==> src/rtl/mouse_master_sm_pkg.sv <==
// rtl/mouse_master_sm_pkg.sv - state encodings, PS/2 command bytes and receiver error codes
package mouse_master_sm_pkg;

    localparam logic [3:0] ST_RESET_SEND      = 4'd0;
    localparam logic [3:0] ST_WAIT_SENT       = 4'd1;
    localparam logic [3:0] ST_WAIT_FA         = 4'd2;
    localparam logic [3:0] ST_WAIT_AA         = 4'd3;
    localparam logic [3:0] ST_WAIT_00         = 4'd4;
    localparam logic [3:0] ST_SEND_CMD        = 4'd5;
    localparam logic [3:0] ST_WAIT_CMD_SENT   = 4'd6;
    localparam logic [3:0] ST_WAIT_CMD_ACK    = 4'd7;
    localparam logic [3:0] ST_WAIT_DEVID      = 4'd8;
    localparam logic [3:0] ST_READ_STATUS     = 4'd9;
    localparam logic [3:0] ST_READ_DX         = 4'd10;
    localparam logic [3:0] ST_READ_DY         = 4'd11;
    localparam logic [3:0] ST_READ_DZ         = 4'd12;
    localparam logic [3:0] ST_PUBLISH         = 4'd13;

    localparam logic [7:0] CMD_RESET          = 8'hFF;
    localparam logic [7:0] CMD_ENABLE         = 8'hF4;
    localparam logic [7:0] CMD_SET_RATE       = 8'hF3;
    localparam logic [7:0] CMD_GET_ID         = 8'hF2;
    localparam logic [7:0] RSP_ACK            = 8'hFA;
    localparam logic [7:0] RSP_SELF_TEST_OK   = 8'hAA;
    localparam logic [7:0] RSP_DEVICE_ID_STD  = 8'h00;
    localparam logic [7:0] RSP_WHEEL_ID       = 8'h03;

    // The 200/100/80 sample-rate knock sequence unlocks IntelliMouse mode
    localparam logic [7:0] RATE_200           = 8'hC8;
    localparam logic [7:0] RATE_100           = 8'h64;
    localparam logic [7:0] RATE_80            = 8'h50;

    localparam logic [2:0] IDX_GET_ID         = 3'd6;
    localparam logic [2:0] IDX_ENABLE         = 3'd7;

    localparam logic [1:0] ERR_NONE           = 2'b00;
    localparam logic [1:0] ERR_PARITY         = 2'b01;
    localparam logic [1:0] ERR_FRAME          = 2'b10;

    function automatic logic is_read_state(input logic [3:0] s);
        case (s)
            ST_WAIT_FA, ST_WAIT_AA, ST_WAIT_00, ST_WAIT_CMD_ACK, ST_WAIT_DEVID,
            ST_READ_STATUS, ST_READ_DX, ST_READ_DY, ST_READ_DZ: return 1'b1;
            default: return 1'b0;
        endcase
    endfunction

endpackage

==> src/rtl/mouse_timeout_counter.sv <==
// rtl/mouse_timeout_counter.sv - per-state wait counter that saturates at TIMEOUT_CYCLES
module mouse_timeout_counter #(
    parameter int TIMEOUT_CYCLES = 5000000,
    parameter int CW             = $clog2(TIMEOUT_CYCLES + 1)
) (
    input  logic          clk,
    input  logic          reset,
    input  logic          clear,
    input  logic          enable,
    output logic          expired,
    output logic [CW-1:0] count
);

    localparam logic [CW-1:0] LIMIT = CW'(TIMEOUT_CYCLES);

    assign expired = (count == LIMIT);

    always_ff @(posedge clk) begin
        if (reset || clear) begin
            count <= '0;
        end else if (enable && !expired) begin
            count <= count + CW'(1);
        end
    end

endmodule

==> src/rtl/mouse_master_sm.sv <==
// rtl/mouse_master_sm.sv - PS/2 mouse host FSM: reset, wheel negotiation, packet assembly
module mouse_master_sm
    import mouse_master_sm_pkg::*;
#(
    parameter int TIMEOUT_CYCLES = 5000000,
    parameter int INIT_DELAY     = 0
) (
    input  logic       CLK,
    input  logic       RESET,
    output logic       SEND_BYTE,
    output logic [7:0] BYTE_TO_SEND,
    input  logic       BYTE_SENT,
    output logic       READ_ENABLE,
    input  logic [7:0] BYTE_READ,
    input  logic [1:0] BYTE_ERROR_CODE,
    input  logic       BYTE_READY,
    output logic [7:0] MOUSE_STATUS,
    output logic [7:0] MOUSE_DX,
    output logic [7:0] MOUSE_DY,
    output logic [7:0] MOUSE_DZ,
    output logic       SEND_INTERRUPT
);

    localparam int CW = $clog2(TIMEOUT_CYCLES + 1);
    localparam logic [CW-1:0] INIT_DELAY_C =
        CW'((INIT_DELAY > TIMEOUT_CYCLES) ? TIMEOUT_CYCLES : INIT_DELAY);

    logic [3:0]    current_state;
    logic [3:0]    next_state;
    logic [2:0]    cmd_idx;
    logic          wheel;
    logic [7:0]    status_sh;
    logic [7:0]    dx_sh;
    logic [7:0]    dy_sh;
    logic [7:0]    dz_sh;
    logic [CW-1:0] tmo_count;
    logic          tmo_expired;
    logic          rx_ok;
    logic          rx_ack;
    logic          delay_done;

    function automatic logic [7:0] cmd_rom(input logic [2:0] idx);
        case (idx)
            3'd0:    return CMD_SET_RATE;
            3'd1:    return RATE_200;
            3'd2:    return CMD_SET_RATE;
            3'd3:    return RATE_100;
            3'd4:    return CMD_SET_RATE;
            3'd5:    return RATE_80;
            3'd6:    return CMD_GET_ID;
            default: return CMD_ENABLE;
        endcase
    endfunction

    assign rx_ok  = BYTE_READY && (BYTE_ERROR_CODE == ERR_NONE);
    assign rx_ack = rx_ok && (BYTE_READ == RSP_ACK);
    // Count restarts on entry to RESET_SEND, so equality fires exactly once
    assign delay_done = (tmo_count == INIT_DELAY_C);

    mouse_timeout_counter #(
        .TIMEOUT_CYCLES(TIMEOUT_CYCLES),
        .CW            (CW)
    ) u_timeout (
        .clk    (CLK),
        .reset  (RESET),
        .clear  (next_state != current_state),
        .enable ((current_state != ST_READ_STATUS) && (current_state != ST_PUBLISH)),
        .expired(tmo_expired),
        .count  (tmo_count)
    );

    always_comb begin
        next_state = current_state;
        case (current_state)
            ST_RESET_SEND:    if (delay_done) next_state = ST_WAIT_SENT;
            ST_WAIT_SENT:     if (BYTE_SENT) next_state = ST_WAIT_FA;
                              else if (tmo_expired) next_state = ST_RESET_SEND;
            ST_WAIT_FA:       if (BYTE_READY) next_state = rx_ack ? ST_WAIT_AA : ST_RESET_SEND;
                              else if (tmo_expired) next_state = ST_RESET_SEND;
            ST_WAIT_AA:       if (BYTE_READY) next_state = (rx_ok && BYTE_READ == RSP_SELF_TEST_OK)
                                                           ? ST_WAIT_00 : ST_RESET_SEND;
                              else if (tmo_expired) next_state = ST_RESET_SEND;
            ST_WAIT_00:       if (BYTE_READY) next_state = (rx_ok && BYTE_READ == RSP_DEVICE_ID_STD)
                                                           ? ST_SEND_CMD : ST_RESET_SEND;
                              else if (tmo_expired) next_state = ST_RESET_SEND;
            ST_SEND_CMD:      next_state = ST_WAIT_CMD_SENT;
            ST_WAIT_CMD_SENT: if (BYTE_SENT) next_state = ST_WAIT_CMD_ACK;
                              else if (tmo_expired) next_state = ST_RESET_SEND;
            ST_WAIT_CMD_ACK: begin
                if (BYTE_READY) begin
                    if (!rx_ack)                   next_state = ST_RESET_SEND;
                    else if (cmd_idx == IDX_GET_ID) next_state = ST_WAIT_DEVID;
                    else if (cmd_idx == IDX_ENABLE) next_state = ST_READ_STATUS;
                    else                           next_state = ST_SEND_CMD;
                end else if (tmo_expired) begin
                    next_state = ST_RESET_SEND;
                end
            end
            // Any clean device-ID byte continues; only its value decides wheel mode
            ST_WAIT_DEVID:    if (BYTE_READY) next_state = rx_ok ? ST_SEND_CMD : ST_RESET_SEND;
                              else if (tmo_expired) next_state = ST_RESET_SEND;
            ST_READ_STATUS:   if (rx_ok && BYTE_READ[3]) next_state = ST_READ_DX;
            ST_READ_DX:       if (BYTE_READY) next_state = rx_ok ? ST_READ_DY : ST_READ_STATUS;
                              else if (tmo_expired) next_state = ST_READ_STATUS;
            ST_READ_DY:       if (BYTE_READY) next_state = !rx_ok ? ST_READ_STATUS
                                                         : (wheel ? ST_READ_DZ : ST_PUBLISH);
                              else if (tmo_expired) next_state = ST_READ_STATUS;
            ST_READ_DZ:       if (BYTE_READY) next_state = rx_ok ? ST_PUBLISH : ST_READ_STATUS;
                              else if (tmo_expired) next_state = ST_READ_STATUS;
            ST_PUBLISH:       next_state = ST_READ_STATUS;
            default:          next_state = ST_RESET_SEND;
        endcase
    end

    always_ff @(posedge CLK) begin
        if (RESET) begin
            current_state  <= ST_RESET_SEND;
            cmd_idx        <= '0;
            wheel          <= 1'b0;
            status_sh      <= '0;
            dx_sh          <= '0;
            dy_sh          <= '0;
            dz_sh          <= '0;
            SEND_BYTE      <= 1'b0;
            BYTE_TO_SEND   <= '0;
            READ_ENABLE    <= 1'b0;
            MOUSE_STATUS   <= '0;
            MOUSE_DX       <= '0;
            MOUSE_DY       <= '0;
            MOUSE_DZ       <= '0;
            SEND_INTERRUPT <= 1'b0;
        end else begin
            current_state  <= next_state;
            SEND_BYTE      <= 1'b0;
            SEND_INTERRUPT <= 1'b0;
            READ_ENABLE    <= is_read_state(next_state);
            case (current_state)
                ST_RESET_SEND: begin
                    cmd_idx <= '0;
                    wheel   <= 1'b0;
                    if (delay_done) begin
                        SEND_BYTE    <= 1'b1;
                        BYTE_TO_SEND <= CMD_RESET;
                    end
                end
                ST_SEND_CMD: begin
                    SEND_BYTE    <= 1'b1;
                    BYTE_TO_SEND <= cmd_rom(cmd_idx);
                end
                ST_WAIT_CMD_ACK: if (rx_ack) cmd_idx <= cmd_idx + 3'd1;
                ST_WAIT_DEVID:   if (rx_ok) wheel <= (BYTE_READ == RSP_WHEEL_ID);
                ST_READ_STATUS:  if (rx_ok && BYTE_READ[3]) status_sh <= BYTE_READ;
                ST_READ_DX:      if (rx_ok) dx_sh <= BYTE_READ;
                ST_READ_DY:      if (rx_ok) dy_sh <= BYTE_READ;
                ST_READ_DZ:      if (rx_ok) dz_sh <= BYTE_READ;
                ST_PUBLISH: begin
                    MOUSE_STATUS   <= status_sh;
                    MOUSE_DX       <= dx_sh;
                    MOUSE_DY       <= dy_sh;
                    MOUSE_DZ       <= wheel ? dz_sh : 8'h00;
                    SEND_INTERRUPT <= 1'b1;
                end
                default: ;
            endcase
        end
    end

endmodule

==> config.mk <==
export PLATFORM = sky130hd
export DESIGN_NAME = mouse_master_sm
export DESIGN_NICKNAME = d
export VERILOG_FILES = /design/src/rtl/mouse_master_sm_pkg.sv /design/src/rtl/mouse_timeout_counter.sv /design/src/rtl/mouse_master_sm.sv
export SDC_FILE = /design/constraint.sdc
export NUM_CORES = 1
export LEC_CHECK = 0
export CAP_MARGIN = 20
export CORE_UTILIZATION = 35
export DETAILED_ROUTE_END_ITERATION = 7
export PLACE_DENSITY = 0.64
export SYNTH_ARGS = -nofsm -noshare
export SYNTH_HDL_FRONTEND = slang
export SYNTH_SLANG_ARGS = --single-unit
==> constraint.sdc <==
create_clock -name CLK -period 2.5 [get_ports CLK]
set_input_delay 0.25 -clock CLK [delete_from_list [all_inputs] [get_ports CLK]]
set_output_delay 0.25 -clock CLK [all_outputs]
set_load 0.05 [all_outputs]
==> run metrics <==
outcome complete, but fails checks; failing checks negative setup slack; Root Buffer clkbuf_16; final WL 13400 um; top_reg_cell synth dfxtp_1; DRT iter0 DRCs 257; Critical Path Start Type flip-flop; hold_buf cts 0; post-layout minimum cycle time 2510 ps; Post-Syn Nets 592; Gate Count Post-Synth 570; Top reg by flops u_timeout.count; via count 4530; clk_lat worst skew 360 ps; RSZ-0062 raised after global routing true; remaining routing DRC violations 0; WL per Instance 15.1 um; Final setup viols 4; GPL Wtd Cong 0.873; area delta synth->final 39.5%; synth cell count leaders dfxtp_1, nand2_1, nor2_1, a21oi_1, mux2i_1; Syn Std Cell Area 4970 sq um; Hold Path Class in -> reg; most common cell in the netlist dfxtp_1; Yosys reg bits 106; number of global-route vias before repair 4368; Routed Antenna Nets 0; Placed Instance Area 6260 sq um; GRT Overall Usage 18.7%; Layout Nets 726; TritonCTS buffer count 9; register area share after synthesis 42.7%; Synth area leader dfxtp_1; Cell Pwr Density 736 nW/um^2; DR pass1 iterations 4; clock buffer depth 2; largest net degree at the start of global routing 83; synth warn 0; CP bufs+invs 4; top-area cell type share of the netlist area 42.7%; Final Cycle Share 100%; EDFF count, synth 0; largest stage delay on the critical path 330 ps; clock-pin slew on the worst setup and hold paths 80 ps; layout cell share with drive strength beyond 1 26.1%; top post-synthesis cells by area dfxtp_1, mux2i_1, nand2_1, nor2_1, a21oi_1; Die ar. 14700 sq um; Least-Margin Pin Slew 819 ps; worst rel slew slack 45.4%; via-per-instance ratio 5.10; core area 13900 sq um; crit path cell chain inv_2, ha_4, nor4b_4, and4_4, buf_6, and4_4, a21oi_2, buf_4, a211oi_4, o2111ai_4, clkbuf_16, nor2_2; critical path data required time 2800 ps; Crit path top cell by count and4_4; Worst path depth 12; TritonCTS clock tree built; io pins 57; CP max stage cell dfxtp_2; sinks on the clock net 106; async set-reset flop share out of synthesis 0%; Min-Delay Path Depth 3; first-pass GRT wire length 21500 um; gr ovfl total 0; MaxCap Viol Count 0; Distinct cells, synth 74; fin. max-slew vios 0; critical path peak fanout 5; die width 121 um; H-tree depth 3; die extent in y 121 um; Pleak 2.63 nW; Final WS setup -7.54 ps; crit end category flip-flop; CP Class reg -> reg; Hold Fails Final Rpt 0; Antenna Cells 0; VDD IR-drop max 0.339 mV; final instance area 6930 sq um; syn avg cell area 8.72 sq um; CP delay by family, top simple AND/OR/NAND/NOR gates; total power 5.10 mW; data arrival time at the worst-slack endpoint 2810 ps; Initial Util 35.8%; initial antenna violation count 0; IO Port Bufs 56; Final HPWL DP 9440 um; clk_skew 8.85 ps; max reg flops 23; worst r2r path cells 12; Row Count 43; max frequency 0.399 GHz
[worst paths after layout]
kind	slack (ps)	end	start
worst max-delay path	-8	u_timeout.count[6]	u_timeout.count[1]
worst min-delay path	220	current_state[2]	RESET
worst max register to register	-8	u_timeout.count[6]	u_timeout.count[1]
worst min register to register	450	MOUSE_DY[0]	dy_sh[0]
[placed cells by master (no fill, tap or decap), types with 6 or more instances in the layout]
cell type / Yosys / layout
a21oi_1: 45 / 43
and3_1: 8 / 8
buf_4: 2 / 89
buf_6: 5 / 6
clkbuf_16: 0 / 11
clkdlybuf4s50_1: 0 / 51
dfxtp_1: 106 / 100
ha_1: 8 / 7
inv_1: 10 / 8
mux2i_1: 33 / 33
nand2_1: 83 / 81
nand3_1: 21 / 21
nand4_1: 8 / 8
nor2_1: 71 / 68
nor2_2: 20 / 9
nor2_4: 0 / 14
nor3_1: 12 / 10
xnor2_1: 7 / 7
xor2_1: 16 / 16
[logic make-up (layout without fill, tap and decap cells)]
logic type	after synthesis	after routing	share of synthesized area (%)
multiplexers	33	33	6.65
flip-flops	106	106	42.7
buffers and inverters	43	182	4.33
AO/OA/AOI/OAI	87	87	12.1
AND/OR/NAND/NOR	270	270	28.1
XOR/XNOR	23	23	4.05
adder cells (fa/ha/maj)	8	8	2.01
[where the power goes]
part           switching, mW  total (mW)  internal [mW]
Clock                  0.718        1.43          0.714
Sequential            0.0697        1.85           1.78
Combinational          0.974        1.82          0.850
Total                   1.76        5.10           3.34
[worst reg2reg max path: cells and delay by family, from the launching register on]
| kind | cells | cell delay, ps |
|---|---|---|
| AO/OA/AOI/OAI | 3 | 570 |
| AND/OR/NAND/NOR | 4 | 820 |
| flip-flops | 1 | 330 |
| adder cells (fa/ha/maj) | 1 | 130 |
| buffers and inverters | 4 | 590 |
[per-layer routing]
layer  vias to the layer above  part of all wire [%]  track usage, %
met4                         0                   1.8            6.25
met3                        23                   4.1            4.09
li1                       2252                     -               -
met5                         -                     0               0
met1                      2149                    46            24.6
met2                       106                    48            30.0
[stage by stage]
stage	setup TNS, ps	instances	setup slack [ps]	hold WS [ps]	utilization, %
floorplan	0	570	53.0	394	-
global placement	-8050	861	-403	443	45.1
detailed placement	-8310	861	-450	444	45.1
CTS	0	884	11.1	213	48.3
global route	-1980	889	-108	236	49.9
finish	-24.1	889	-7.54	219	49.9
[what timing repair did]
| action | 4_1_cts | 5_1_grt |
|---|---|---|
| endpoints found under the setup margin | 23 | 26 |
| buffers inserted | 7 | 4 |
| cloned | 0 | 3 |
| resized for setup | 21 | 39 |
| pin swaps | 7 | 19 |
[area by class of cell]
cell class,count,area (sq um)
Sequential cell,106,2130
Tap cell,180,225
Inverter,11,41.3
Fill cell,1289,6950
Timing Repair Buffer,155,1390
Multi-Input combinational cell,421,2840
Clock inverter,7,81.3
Clock buffer,9,225
No activity file was read; power rests on OpenSTA's default activity.
